===== src/rtl/uart_8n1_transmitter_if.sv =====
// Byte producer <-> UART 8N1 transmitter handshake.
//   send_data  : byte to transmit, captured when a write is accepted
//   send_write : write strobe, honoured only while send_ready=1
//   send_ready : transmitter holding register is empty
//   send_break : hold the line low (only with UART_8N1_TX_BREAK_EN)
// master = byte producer, slave = transmitter.
interface uart_8n1_transmitter_if;
  logic [7:0] send_data;
  logic       send_write;
  logic       send_ready;
`ifdef UART_8N1_TX_BREAK_EN
  logic       send_break;

  modport master (output send_data, output send_write, output send_break, input send_ready);
  modport slave  (input send_data, input send_write, input send_break, output send_ready);
`else
  modport master (output send_data, output send_write, input send_ready);
  modport slave  (input send_data, input send_write, output send_ready);
`endif
endinterface


===== src/rtl/uart_8n1_transmitter.sv =====
// UART 8N1 transmitter on the 16x baud clock (one bit = 16 clk_baud_16x cycles).
// A 1-deep holding register sits in front of the shifter so frames can run
// back-to-back with no idle gap.
//
// Ports:
//   clk_baud_16x : 16x baud clock
//   reset        : synchronous, active-high
//   send_if      : slave side of uart_8n1_transmitter_if (data/write/ready[/break])
//   tx           : TX line, registered, idles high
//   tx_active    : a frame (start .. stop + gap) is on the line
//   send_done    : one-cycle pulse in the last cycle of each frame
//
// Parameter GAP_TICKS (0..255): extra idle-high cycles after every stop bit.
// Build option UART_8N1_TX_BREAK_EN: adds send_break; while it is high and the
// shifter is idle the line is held low and no new frame starts.
//
// state    | meaning
// ST_IDLE  | line idle (or in break), waiting for a held byte
// ST_LOAD  | byte moved into shifter, start bit goes out next edge
// ST_FRAME | start/data/stop bits, cnt_q = {bit index, tick}
// ST_GAP   | GAP_TICKS idle-high cycles after the stop bit
module uart_8n1_transmitter #(
  parameter int unsigned GAP_TICKS = 0
) (
  input  logic                         clk_baud_16x,
  input  logic                         reset,
  uart_8n1_transmitter_if.slave        send_if,
  output logic                         tx,
  output logic                         tx_active,
  output logic                         send_done
);

  typedef enum logic [1:0] {ST_IDLE, ST_LOAD, ST_FRAME, ST_GAP} state_t;

  // Last tick of the stop bit: bit index 9, tick 15.
  localparam logic [7:0] CNT_LAST = 8'h9F;
  localparam bit         HAS_GAP  = (GAP_TICKS != 0);
  localparam logic [7:0] GAP_LAST = 8'(GAP_TICKS - 1);

  state_t     state_q;
  logic [7:0] hold_q;
  logic       hold_full_q;
  logic [7:0] shift_q;
  logic [7:0] cnt_q;
  logic [7:0] cnt_d;
  logic [7:0] gap_q;
  logic       tx_q;
  logic       tx_active_q;
  logic       send_done_q;
  logic       accept;
  logic       brk;
  logic       frame_end;

`ifdef UART_8N1_TX_BREAK_EN
  assign brk = send_if.send_break;
`else
  assign brk = 1'b0;
`endif

  function automatic logic bit_val(input logic [3:0] idx, input logic [7:0] d);
    logic [3:0] n;
    n = idx - 4'd1;
    if (idx == 4'd0)
      return 1'b0;
    else if (idx <= 4'd8)
      return d[n[2:0]];
    else
      return 1'b1;
  endfunction

  assign accept = send_if.send_write && !hold_full_q;
  assign cnt_d  = cnt_q + 8'd1;

  // Final cycle of the frame: end of stop bit without gap, or end of gap.
  assign frame_end = ((state_q == ST_FRAME) && (cnt_q == CNT_LAST) && !HAS_GAP) ||
                     ((state_q == ST_GAP) && (gap_q == 8'd0));

  always_ff @(posedge clk_baud_16x) begin
    if (reset) begin
      state_q     <= ST_IDLE;
      hold_q      <= 8'd0;
      hold_full_q <= 1'b0;
      shift_q     <= 8'd0;
      cnt_q       <= 8'd0;
      gap_q       <= 8'd0;
      tx_q        <= 1'b1;
      tx_active_q <= 1'b0;
      send_done_q <= 1'b0;
    end else begin
      send_done_q <= 1'b0;

      // An accept only happens with holding empty, and holding is only freed
      // when full, so these two writes of hold_full_q never collide.
      if (accept) begin
        hold_q      <= send_if.send_data;
        hold_full_q <= 1'b1;
      end

      if (frame_end) begin
        if (hold_full_q && !brk) begin
          // Chain straight into the next start bit.
          shift_q     <= hold_q;
          hold_full_q <= 1'b0;
          state_q     <= ST_FRAME;
          cnt_q       <= 8'd0;
          tx_q        <= 1'b0;
        end else begin
          state_q     <= ST_IDLE;
          tx_active_q <= 1'b0;
          tx_q        <= !brk;
        end
      end else begin
        case (state_q)
          ST_IDLE: begin
            tx_q <= !brk;
            if (hold_full_q && !brk) begin
              shift_q     <= hold_q;
              hold_full_q <= 1'b0;
              state_q     <= ST_LOAD;
            end
          end
          ST_LOAD: begin
            state_q     <= ST_FRAME;
            cnt_q       <= 8'd0;
            tx_q        <= 1'b0;
            tx_active_q <= 1'b1;
          end
          ST_FRAME: begin
            if (cnt_q == CNT_LAST) begin
              state_q <= ST_GAP;
              gap_q   <= GAP_LAST;
              tx_q    <= 1'b1;
              if (GAP_LAST == 8'd0)
                send_done_q <= 1'b1;
            end else begin
              cnt_q <= cnt_d;
              tx_q  <= bit_val(cnt_d[7:4], shift_q);
              if (!HAS_GAP && (cnt_d == CNT_LAST))
                send_done_q <= 1'b1;
            end
          end
          ST_GAP: begin
            gap_q <= gap_q - 8'd1;
            if (gap_q == 8'd1)
              send_done_q <= 1'b1;
          end
          default: state_q <= ST_IDLE;
        endcase
      end
    end
  end

  assign send_if.send_ready = ~hold_full_q;
  assign tx                 = tx_q;
  assign tx_active          = tx_active_q;
  assign send_done          = send_done_q;

endmodule

===== src/flat_wrapper.sv =====
// flat-port wrapper written by rule: the top's interface ports become plain ports
module uart_8n1_transmitter_flat 
#(
  parameter int unsigned GAP_TICKS = 0
)
  (clk_baud_16x, reset, tx, tx_active, send_done, send_if_send_data, send_if_send_write, send_if_send_ready);
  uart_8n1_transmitter_if send_if_i ();
  input  logic clk_baud_16x;
  input  logic reset;
  output logic tx;
  output logic tx_active;
  output logic send_done;
  input wire logic [$bits(send_if_i.send_data)-1:0] send_if_send_data;
  input wire logic [$bits(send_if_i.send_write)-1:0] send_if_send_write;
  output wire logic [$bits(send_if_i.send_ready)-1:0] send_if_send_ready;
  assign send_if_i.send_data = send_if_send_data;
  assign send_if_i.send_write = send_if_send_write;
  assign send_if_send_ready = send_if_i.send_ready;
  uart_8n1_transmitter #(.GAP_TICKS(GAP_TICKS)) u_core (.clk_baud_16x(clk_baud_16x), .reset(reset), .send_if(send_if_i), .tx(tx), .tx_active(tx_active), .send_done(send_done));
endmodule

===== config.mk =====
export PLATFORM = sky130hd
export DESIGN_NAME = uart_8n1_transmitter_flat
export DESIGN_NICKNAME = d
export VERILOG_FILES = /design/src/rtl/uart_8n1_transmitter_if.sv /design/src/rtl/uart_8n1_transmitter.sv /design/src/flat_wrapper.sv
export SDC_FILE = /design/constraint.sdc
export NUM_CORES = 1
export LEC_CHECK = 0
export CAP_MARGIN = 0
export CORE_MARGIN = 2
export CORE_UTILIZATION = 35
export CTS_CLUSTER_DIAMETER = 120
export DETAILED_ROUTE_END_ITERATION = 12
export GPL_ROUTABILITY_DRIVEN = 0
export GPL_TIMING_DRIVEN = 0
export SYNTH_ARGS = -nofsm -noshare
export SYNTH_HDL_FRONTEND = slang
export SYNTH_SLANG_ARGS = --single-unit

===== constraint.sdc =====
create_clock -name clk_baud_16x -period 2.7 [get_ports clk_baud_16x]
set_clock_uncertainty 0.15 [all_clocks]
set_input_delay 0.54 -clock clk_baud_16x [delete_from_list [all_inputs] [get_ports clk_baud_16x]]
set_output_delay 0.54 -clock clk_baud_16x [all_outputs]
set_load 0.05 [all_outputs]

* Yosys cells after proc, flatten, opt, wreduce, memory -nomap -nowiden
Index checks and enable logic that the tools add are counted.
** Storage, ports and cells
- Output and inout bits :: 4
- Input bits :: 11
- Word-level logic and storage cells :: 79
- Bits in registers :: 38
** Cells by class
- Magnitude comparators :: 2
- Add/sub/neg operators :: 3
- Mux-type cells :: 33
- Reductions and logical operators :: 18
- Equality and inequality tests :: 12
- Bitwise gates (word level) :: 2
** Operator list (count)
- $mux 8 :: 7
- $pmux 8 s2 :: 2
- $eq 8x8->1 const B :: 2
- $mux 1 :: 16
- $reduce_and 3->1 :: 3
- $add 8x1->8 const B :: 1
- $eq 8x1->1 const B :: 1
- $logic_not 8->1 :: 1
- $mux 2 :: 4
- $sub 8x1->8 const B :: 1
- $ne 3x2->1 const B :: 2
- $pmux 2 s3 :: 1
- $reduce_bool 2->1 :: 3
- $eq 2x2->1 const B :: 2
- $le 4x4->1 const B :: 1
- $logic_not 4->1 :: 1
- $lt 3x4->1 const B :: 1
- $ne 2x2->1 const B :: 2
- $reduce_bool 4->1 :: 1
- $bmux 1 s3 :: 1
- $logic_and 1x1->1 :: 3
- $ne 3x1->1 const B :: 1
- $pmux 1 s3 :: 1
- $reduce_bool 3->1 :: 1
- other kinds (10) :: 11

* Depth between registers and ports, before layout
Gate-level depths: netlist of the first run.
- Depth in word-level cells :: 9
- Gate-level depth with buffers :: 10
- Mapped depth without buffers :: 9

* Worst setup path before layout of the first run
OpenSTA, ideal clock, no wires.
- Path kind :: reg-to-reg
- Start :: register u_core.cnt_q[0]
- End :: register u_core.tx_q, in the netlist u_core.tx
- Setup time :: 0.124 ns
- Stages on the path, launching flop included :: 11
- Buffers on the path :: 1
- Setup slack :: 0.074 ns
- Arrival time :: 2.352 ns
- Data required time :: 2.426 ns
- Clock period less this slack :: 2.626 ns
- Cell sequence :: dfxtp_1 > ha_1 > and3_1 > buf_2 > xnor2_1 > inv_1 > ha_1 > mux4_2 > and3_1 > nor4_1 > a21oi_1
** On the way
- Word-level cells in the longest chain between the ends :: 9
- Elaborated cells on any way between the ends :: 15
- Those cells by class :: 2 x add/sub; 1 x order compare; 1 x eq/ne; 7 x mux; 4 x reduce/logical
** Ends and longest elaborated chain
- start: declaration :: line uart_8n1_transmitter.sv:44 : logic [7:0] cnt_q;
- start signal: assignment :: line uart_8n1_transmitter.sv:136 : cnt_q <= cnt_d;
- $add 8x1->8 :: line uart_8n1_transmitter.sv:72 : assign cnt_d = cnt_q + 8'd1;
- $sub 3x1->3 :: line uart_8n1_transmitter.sv:62 : n = idx - 4'd1;
- $bmux 1 s3 :: line uart_8n1_transmitter.sv:66 : return d[n[2:0]];
- $mux 1 (implied by the code) :: line uart_8n1_transmitter.sv:66
- $mux 1 :: line uart_8n1_transmitter.sv:65 : else if (idx <= 4'd8)
- $mux 1 :: line uart_8n1_transmitter.sv:63 : if (idx == 4'd0)
- $mux 1 :: line uart_8n1_transmitter.sv:129 : if (cnt_q == CNT_LAST) begin
- $pmux 1 s3 :: line uart_8n1_transmitter.sv:113 : case (state_q)
- $mux 1 :: line uart_8n1_transmitter.sv:99 : if (frame_end) begin
- end signal: assignment :: line uart_8n1_transmitter.sv:110 : tx_q <= !brk;
- end signal: assignment :: line uart_8n1_transmitter.sv:115 : tx_q <= !brk;
- end signal: assignment :: line uart_8n1_transmitter.sv:137 : tx_q <= bit_val(cnt_d[7:4], shift_q);
- end: declaration :: line uart_8n1_transmitter.sv:47 : logic tx_q;
Several ways; a longest one is shown, not always the timed one. The select of a mux whose other input is x is not followed.
A chain may end at the register's enable or synchronous reset.

* Worst setup path after layout of the first run
Ends and elaborated chain as after synthesis.

==> results of run 1 <==
==> metal layers <==
| layer | GRT usage, % | vias up | share of wire [%] |
|---|---|---|---|
| met4 | 6.21 | 0 | 1.8 |
| met1 | 19.6 | 758 | 51 |
| met5 | 0 | - | 0 |
| met2 | 22.1 | 22 | 44 |
| li1 | - | 844 | - |
| met3 | 3.39 | 6 | 3.0 |
==> layout make-up <==
| cell class | count | area share, % |
|---|---|---|
| buffer | 13 | 2.48 |
| clock buffer | 6 | 3.48 |
| clock inverter | 2 | 0.527 |
| inverter | 14 | 2.21 |
| multi-input combinational | 169 | 49.5 |
| sequential | 38 | 32.2 |
| tap | 72 | 3.79 |
| timing repair buffer | 14 | 5.80 |
==> final timing paths <==
check                     endpoint
setup / recovery         u_core.tx
hold reg to reg   u_core.tx_active
hold / removal    u_core.tx_active
setup reg to reg         u_core.tx
==> per-stage QoR <==
step	setup TNS, ns	cells	hold slack, ns	utilization [%]	cell area [um2]
after floorplan	0	234	0.308	-	2000
after global placement	-0.255	319	0.311	40.3	2220
after detailed placement	-0.243	319	0.319	40.3	2220
after CTS	0	327	0.331	42.7	2350
after global routing	0	328	0.375	43.1	2370
final	0	328	0.326	43.1	2370
==> worst reg2reg max path: stages (launching register included) <==
cell	delay, ns
dfxtp_2	0.37
ha_4	0.19
and3_1	0.18
buf_4	0.17
xnor2_4	0.17
inv_1	0.06
ha_1	0.33
mux4_2	0.31
and3_1	0.20
nor4_2	0.24
a21oi_1	0.09
==> cells by family (layout without fill, tap and decap cells) <==
logic type,Yosys count,after routing,share of synthesized area [%]
compound gates,38,38,12.3
xor+xnor,13,13,5.70
fa+ha+maj,10,10,6.26
buf+inv,27,49,5.38
flops,38,38,38.1
mux,19,19,10.3
simple gates,89,89,21.9
==> power breakdown <==
part           switching (mW)  internal (mW)  leakage, nW  total (mW)
combinational           0.280          0.183        0.579       0.463
sequential             0.0398          0.609        0.310       0.649
clock                   0.211          0.205       0.0472       0.416
==> synth_stat cells (all sizes together), types with 3 or more instances <==
master / instances
o21ai: 10
dfxtp: 38
buf: 5
nor2: 43
mux2i: 18
inv: 14
or4: 3
a211oi: 3
xnor2: 8
or3: 4
or2: 3
nand3: 4
nor2b: 4
a21oi: 15
clkbuf: 8
nand4: 3
ha: 10
nor3: 7
nand2: 10
xor2: 5
==> state kept, by name, indices dropped and copies added, names as in the netlist <==
name                flops
u_core.gap_q            8
u_core.cnt_q            8
u_core.shift_q          8
u_core.state_q          2
u_core.hold_q           8
u_core.hold_full_q      1
u_core.tx_active        1
u_core.send_done        1
u_core.tx               1
==> repair_timing <==
item	CTS	global route
setup buffers	0	1
gates resized for setup	7	5
endpoints found under the setup margin	1	11
pin swaps	0	1
==> flow_summary.yaml, run 1 <==
setup_path:
  cp_num_cells: 10
  cp_max_fo: 8
  cp-end-kind: "flop"
  slowest_delay_ns: 0.37
  rr_startpoint: "u_core.cnt_q[0]"
  crit_start: "u_core.cnt_q[0]"
  cpLargestDelayFamily: "simple AND/OR/NAND/NOR gates"
  crit_buf_inv: 2
  regToRegSetupSlack_ns: 0.14
  cp_common_cell: "and3_1"
  critPathArrivalTime_ns: 2.59
  cp_cell_sequence: "ha_4 -> and3_1 -> buf_4 -> xnor2_4 -> inv_1 -> ha_1 -> mux4_2 -> and3_1 -> nor4_2 -> a21oi_1"
  start_kind: "flop"
  ff2ff_path_depth: 10
  path_class: "flop to flop"
  critPathRequiredTime_ns: 2.73
  cpMaxStageDelayCell: "dfxtp_2"
timing:
  rsz0062_at_grt: "false"
  postLayoutSetupSlackWorst_ns: 0.140
  max_slew.worst_pin.slew_ns: 0.597
  fin_crit_sh_pct: 94.8
  period_minus_slack_ns: 2.56
  maxSlewViolCount: 0
  slew_headroom_pct: 59.8
  max_freq_mhz: 391
  final-hold-violation-count: 0
  setup_viol: 0
yosys:
  synth_top_area_share_pct: 38.1
  synth_area_leader_cell: "dfxtp_1"
  synth_cell_types: 39
  synth_ff_type: "dfxtp_1"
  ys_seq_area_share_pct: 38.1
  ys_ff_latch: 38
  avgSynthCellArea_um2: 8.54
  synth.area.top_cells: "dfxtp_1 (38%), mux2i_1 (8.5%), nor2_1 (8.1%)"
  ys_async_sr_fraction_pct: 0
  syn_inst: 234
  synth_edf_count: 0
  synth.cell_area_mm2: 0.00200
  yosys_warnings: 0
  syn_nets: 255
die:
  coreArea_mm2: 0.00551
  initial_core_util_pct: 36.3
  ios: 15
  rows: 27
  chipHeight_um: 79.6
  fp.dieW_um: 79.6
  dieArea_mm2: 0.00633
cells_and_area:
  multi_input_area_mm2: 0.00118
  nets: 276
  diodes: 0
  seqCellArea_um2: 764
  synthToLayoutAreaGrowth_pct: 18.8
  drive_gt1_share_pct: 13.3
  nFillCells: 568
  layout_commonest_cell: "nor2_1"
  final_cell_mix: "nor2_1 (43), dfxtp_1 (35), mux2i_1 (17)"
clock_tree:
  clockBufferDepth: 2
  clk_latency_ns: 0.29
  cts.sinks: 38
  cts-root-buf: "clkbuf_8"
  h-tree-depth: 2
  clk_pin_slew_ns: 0.08
  hold_buffers: 0
  cts_tree: "done"
  cts_made_buffers: 5
grt:
  globalRouteOverflowTotal: 0
  antenna_found_initial: 0
  grt_max_degree: 13
  grt_pass1_vias: 1507
  track_usage_pct: 14.5
  grt_pass1_wl_mm: 7.13
placed_design:
  place_ws_ns: -0.243
  portBuffers: 13
  dp_hpwl_mm: 3.03
power:
  leakagePower_nw: 0.936
  power_density_mw_per_mm2: 643
  ir_drop_mv: 0.348
  power.total_mw: 1.53
worst_hold_path:
  hold_path_depth: 2
  hp-start: "u_core.tx_active"
  hold_class: "flop to flop"
route:
  vias_per_cell: 4.97
  antenna_left: 0
  via_count: 1630
  wire_per_inst_um: 12.7
  firstDrtPassIters: 4
  drt_drc_violations_left: 0
  routed_wl_mm: 4.17
  drtIter0Drc: 57
flow_run:
  max-cap-violations: 0
outcome:
  status: "completed"
No activity file was read; power rests on OpenSTA's default activity.
==> run 2: changes to the inputs <==
--- a/config.mk
+++ b/config.mk
@@ -8,10 +8,9 @@
 export CAP_MARGIN = 0
 export CORE_MARGIN = 2
 export CORE_UTILIZATION = 35
-export CTS_CLUSTER_DIAMETER = 120
 export DETAILED_ROUTE_END_ITERATION = 12
 export GPL_ROUTABILITY_DRIVEN = 0
-export GPL_TIMING_DRIVEN = 0
+export GPL_TIMING_DRIVEN = 1
 export SYNTH_ARGS = -nofsm -noshare
 export SYNTH_HDL_FRONTEND = slang
 export SYNTH_SLANG_ARGS = --single-unit
==> flow_summary.yaml, run 2 (synthesis results as in run 1) <==
outcome:
  status: "completed"
placed_design:
  portBuffers: 14
  dp.cells: 315
  dp_hpwl_mm: 2.85
grt:
  grt_pass1_wl_mm: 7.13
  grt_max_degree: 37
  track_usage_pct: 14.2
  antenna_found_initial: 0
  globalRouteOverflowTotal: 0
  grt_pass1_vias: 1540
route:
  drt_drc_violations_left: 0
  antenna_left: 0
  drtIter0Drc: 42
  routed_wl_mm: 3.93
  firstDrtPassIters: 4
  vias_per_cell: 5.04
  via_count: 1627
  wire_per_inst_um: 12.2
die:
  fp.dieW_um: 79.6
  dieArea_mm2: 0.00633
  chipHeight_um: 79.6
  coreArea_mm2: 0.00551
  rows: 27
  ios: 15
  initial_core_util_pct: 36.3
cells_and_area:
  diodes: 0
  nFillCells: 550
  nets: 271
  stdcell_count: 323
  layout_commonest_cell: "nor2_1"
  synthToLayoutAreaGrowth_pct: 16.7
  drive_gt1_share_pct: 12.4
  final_cell_mix: "nor2_1 (43), dfxtp_1 (37), mux2i_1 (17)"
timing:
  max_slew.worst_pin.slew_ns: 0.980
  period_minus_slack_ns: 2.56
  slew_headroom_pct: 34.2
  final-hold-violation-count: 0
  max_freq_mhz: 390
  maxSlewViolCount: 0
  fin_crit_sh_pct: 95.0
  fin_setup_tns_ns: 0
  rsz0062_at_grt: "false"
  setup_viol: 0
setup_path:
  rr_startpoint: "u_core.cnt_q[1]"
  critPathRequiredTime_ns: 2.73
  path_class: "flop to flop"
  regToRegSetupSlack_ns: 0.14
  r2r_end: "u_core.tx"
  cp_max_fo: 6
  start_kind: "flop"
  cp-end-kind: "flop"
  ff2ff_path_depth: 9
  critPathArrivalTime_ns: 2.59
clock_tree:
  cts_tree: "done"
  clk_pin_slew_ns: 0.07
  clk_latency_ns: 0.29
  h-tree-depth: 2
  cts.sinks: 38
  cts-root-buf: "clkbuf_8"
  cts_made_buffers: 5
  clockBufferDepth: 2
  hold_buffers: 0
flow_run:
  max-cap-violations: 0
worst_hold_path:
  hold_path_depth: 2
  holdPathEnd: "u_core.tx_active"
  hold_class: "flop to flop"
  hp-start: "u_core.tx_active"
power:
  leakagePower_nw: 0.934
  power_density_mw_per_mm2: 653
  ir_drop_mv: 0.339
run 2: cell types whose count changed in the layout (fill, tap and decap cells not counted), sizes merged:
cell,previous run,this run
buf,7,8
clkdlybuf4s50,13,14
clkbuf,13,6
run 2: per-stage QoR:
stage / util [%] / setup WS [ns] / hold slack (ns) / power, mW / cell area, um2
after floorplan: - / 0.0737 / 0.308 / 0.987 / 2000
after global placement: 40.6 / 0.134 / 0.311 / 1.12 / 2230
after detailed placement: 40.6 / 0.134 / 0.326 / 1.12 / 2230
after CTS: 42.3 / 0.109 / 0.337 / 1.54 / 2330
after global routing: 42.4 / 0.00949 / 0.376 / 1.62 / 2330
final: 42.4 / 0.136 / 0.325 / 1.52 / 2330
run 2: layout make-up:
class / count / area, um2 / share of cell area [%]
inverters: 14 / 52.6 / 2.25
clock buffers: 6 / 82.6 / 3.54
multi-input cells: 169 / 1130 / 48.6
flip-flops and latches: 38 / 762 / 32.7
well taps: 72 / 90.1 / 3.86
repair buffers: 22 / 200 / 8.58
clock inverters: 2 / 12.5 / 0.536
run 2: critical path, cell delays in order (launching register included):
cell	delay [ns]
dfxtp_1	0.40
ha_2	0.25
and3_1	0.22
xnor2_1	0.15
inv_1	0.06
ha_1	0.33
mux4_2	0.30
and3_1	0.19
nor4_1	0.29
a21oi_1	0.11
run 2: worst max path at each step:
stage                               start        end  slack, ns  cells after the start
after detailed placement  u_core.cnt_q[0]  u_core.tx       0.13                      9
after floorplan           u_core.cnt_q[0]  u_core.tx       0.07                     10
after CTS                 u_core.cnt_q[0]  u_core.tx       0.11                      9
after global routing      u_core.cnt_q[1]  u_core.tx      0.009                      9
final                     u_core.cnt_q[1]  u_core.tx       0.14                      9
after global placement    u_core.cnt_q[0]  u_core.tx       0.13                      9
run 2: power breakdown:
group | switching (mW) | leakage (nW) | internal (mW)
combinational | 0.276 | 0.577 | 0.187
clock | 0.207 | 0.0472 | 0.205
sequential | 0.0377 | 0.309 | 0.609
run 2: timing repair:
| item | 4_1_cts | 5_1_grt |
|---|---|---|
| setup endpoints to repair | 0 | 1 |
| buffers inserted | 0 | 0 |
| resized for setup | 0 | 2 |
run 2: per-layer routing:
metal  GRT usage [%]  routed length (um)
met4            6.21                  77
met5               0                   0
met3            3.05                 125
met1            18.9                1960
met2            22.0                1760
==> run 3: changes to the inputs <==
--- a/config.mk
+++ b/config.mk
@@ -6,6 +6,7 @@
 export NUM_CORES = 1
 export LEC_CHECK = 0
 export CAP_MARGIN = 0
+export CORE_ASPECT_RATIO = 1.2
 export CORE_MARGIN = 2
 export CORE_UTILIZATION = 35
 export DETAILED_ROUTE_END_ITERATION = 12
==> flow_summary.yaml, run 3 (synthesis results as in run 1) <==
cells_and_area:
  nets: 273
  final_cell_mix: "nor2_1 (43), dfxtp_1 (36), mux2i_1 (17)"
  diodes: 0
  stdcell_count: 317
  synthToLayoutAreaGrowth_pct: 18.0
  drive_gt1_share_pct: 13.4
  nFillCells: 545
  fin_util_pct: 42.1
  layout_commonest_cell: "nor2_1"
  design_area_mm2: 0.00236
worst_hold_path:
  hold_class: "flop to flop"
  hold_path_depth: 2
  holdPathEnd: "u_core.tx_active"
  hp-start: "u_core.tx_active"
clock_tree:
  cts_made_buffers: 5
  cts.sinks: 38
  clockBufferDepth: 2
  cts_tree: "done"
  clk_pin_slew_ns: 0.08
  h-tree-depth: 2
  cts-root-buf: "clkbuf_8"
  cts_setup_buffers: 0
  clk_latency_ns: 0.30
route:
  via_count: 1611
  firstDrtPassIters: 4
  antenna_left: 0
  wire_per_inst_um: 12.9
  vias_per_cell: 5.08
  drt_drc_violations_left: 0
  routed_wl_mm: 4.09
  drtIter0Drc: 57
placed_design:
  place_ws_ns: 0.100
  place_area_mm2: 0.00224
  portBuffers: 14
  dp_hpwl_mm: 2.98
  dp.cells: 309
power:
  power.total_mw: 1.63
  ir_drop_mv: 0.446
  power_density_mw_per_mm2: 689
  leakagePower_nw: 0.947
timing:
  final-hold-violation-count: 0
  hold_slack_ns: 0.325
  period_minus_slack_ns: 2.53
  max_slew.worst_pin.slew_ns: 0.943
  fin_setup_tns_ns: 0
  postLayoutSetupSlackWorst_ns: 0.166
  max_freq_mhz: 395
  fin_crit_sh_pct: 93.8
  slew_headroom_pct: 36.7
  rsz0062_at_grt: "false"
  setup_viol: 0
  maxSlewViolCount: 0
setup_path:
  critPathRequiredTime_ns: 2.74
  start_kind: "flop"
  cpMaxStageDelayCell: "dfxtp_2"
  critPathArrivalTime_ns: 2.57
  slowest_delay_ns: 0.35
  cp-end-kind: "flop"
  cp_max_fo: 6
  ff2ff_path_depth: 9
  path_class: "flop to flop"
  rr_startpoint: "u_core.cnt_q[0]"
  r2r_end: "u_core.tx"
  cp_common_cell: "and3_1"
  cp_cell_sequence: "ha_2 -> and3_1 -> xnor2_1 -> inv_1 -> ha_1 -> mux4_2 -> and3_1 -> nor4_1 -> a21oi_1"
  regToRegSetupSlack_ns: 0.17
grt:
  globalRouteOverflowTotal: 0
  antenna_found_initial: 0
  track_usage_pct: 15.0
  grt_max_degree: 37
  grt_pass1_vias: 1639
  grt_pass1_wl_mm: 7.45
die:
  rows: 30
  chipHeight_um: 86.8
  dieArea_mm2: 0.00633
  ios: 15
  fp.dieW_um: 73.0
  initial_core_util_pct: 35.7
  coreArea_mm2: 0.00559
outcome:
  status: "completed"
flow_run:
  max-cap-violations: 0
==> run 3: repair_timing <==
action / in CTS / in global routing
gates resized for setup: 0 / 3
endpoints found under the hold margin: 0 / 0
hold buffers: 0 / 0
endpoints found under the setup margin: 0 / 1
==> run 3: worst max-delay path by stage <==
stage / start / to / slack (ns) / depth (start not counted)
5_1_grt: u_core.gap_q[2] / u_core.shift_q[7] / 0.05 / 6
3_3_place_gp: u_core.cnt_q[0] / u_core.tx / 0.15 / 9
6_report: u_core.cnt_q[0] / u_core.tx / 0.17 / 9
3_5_place_dp: u_core.cnt_q[0] / u_core.tx / 0.10 / 9
4_1_cts: u_core.cnt_q[0] / u_core.tx / 0.08 / 9
2_1_floorplan: u_core.cnt_q[0] / u_core.tx / 0.07 / 10
==> run 3: worst max-delay path: cells and delay by family (launching register included) <==
| family | cells | cell delay [ns] |
|---|---|---|
| compound gates | 1 | 0.10 |
| buf+inv | 1 | 0.09 |
| flops | 1 | 0.35 |
| mux | 1 | 0.30 |
| simple gates | 3 | 0.62 |
| xor+xnor | 1 | 0.24 |
| fa+ha+maj | 2 | 0.56 |
==> run 3: power by group <==
group	switching [mW]	total [mW]	leakage, nW	internal [mW]
Sequential	0.0419	0.651	0.310	0.609
Combinational	0.279	0.480	0.587	0.201
Clock	0.220	0.494	0.0504	0.275
==> run 3: final cells by class <==
cell class	count	area (um2)	area share [%]
inverters	14	52.6	2.23
multi-input cells	169	1130	48.0
clock inverters	3	45.0	1.91
clock buffers	5	68.8	2.92
well taps	64	80.1	3.40
flip-flops and latches	38	763	32.4
repair buffers	24	215	9.13
==> run 3: routing by layer <==
| metal | global-route usage [%] | vias to the layer above | share of wire (%) |
|---|---|---|---|
| met5 | 0 | - | 0 |
| li1 | - | 839 | - |
| met2 | 26.2 | 28 | 51 |
| met3 | 3.60 | 9 | 3.2 |
| met4 | 5.56 | 0 | 1.9 |
| met1 | 17.5 | 735 | 44 |
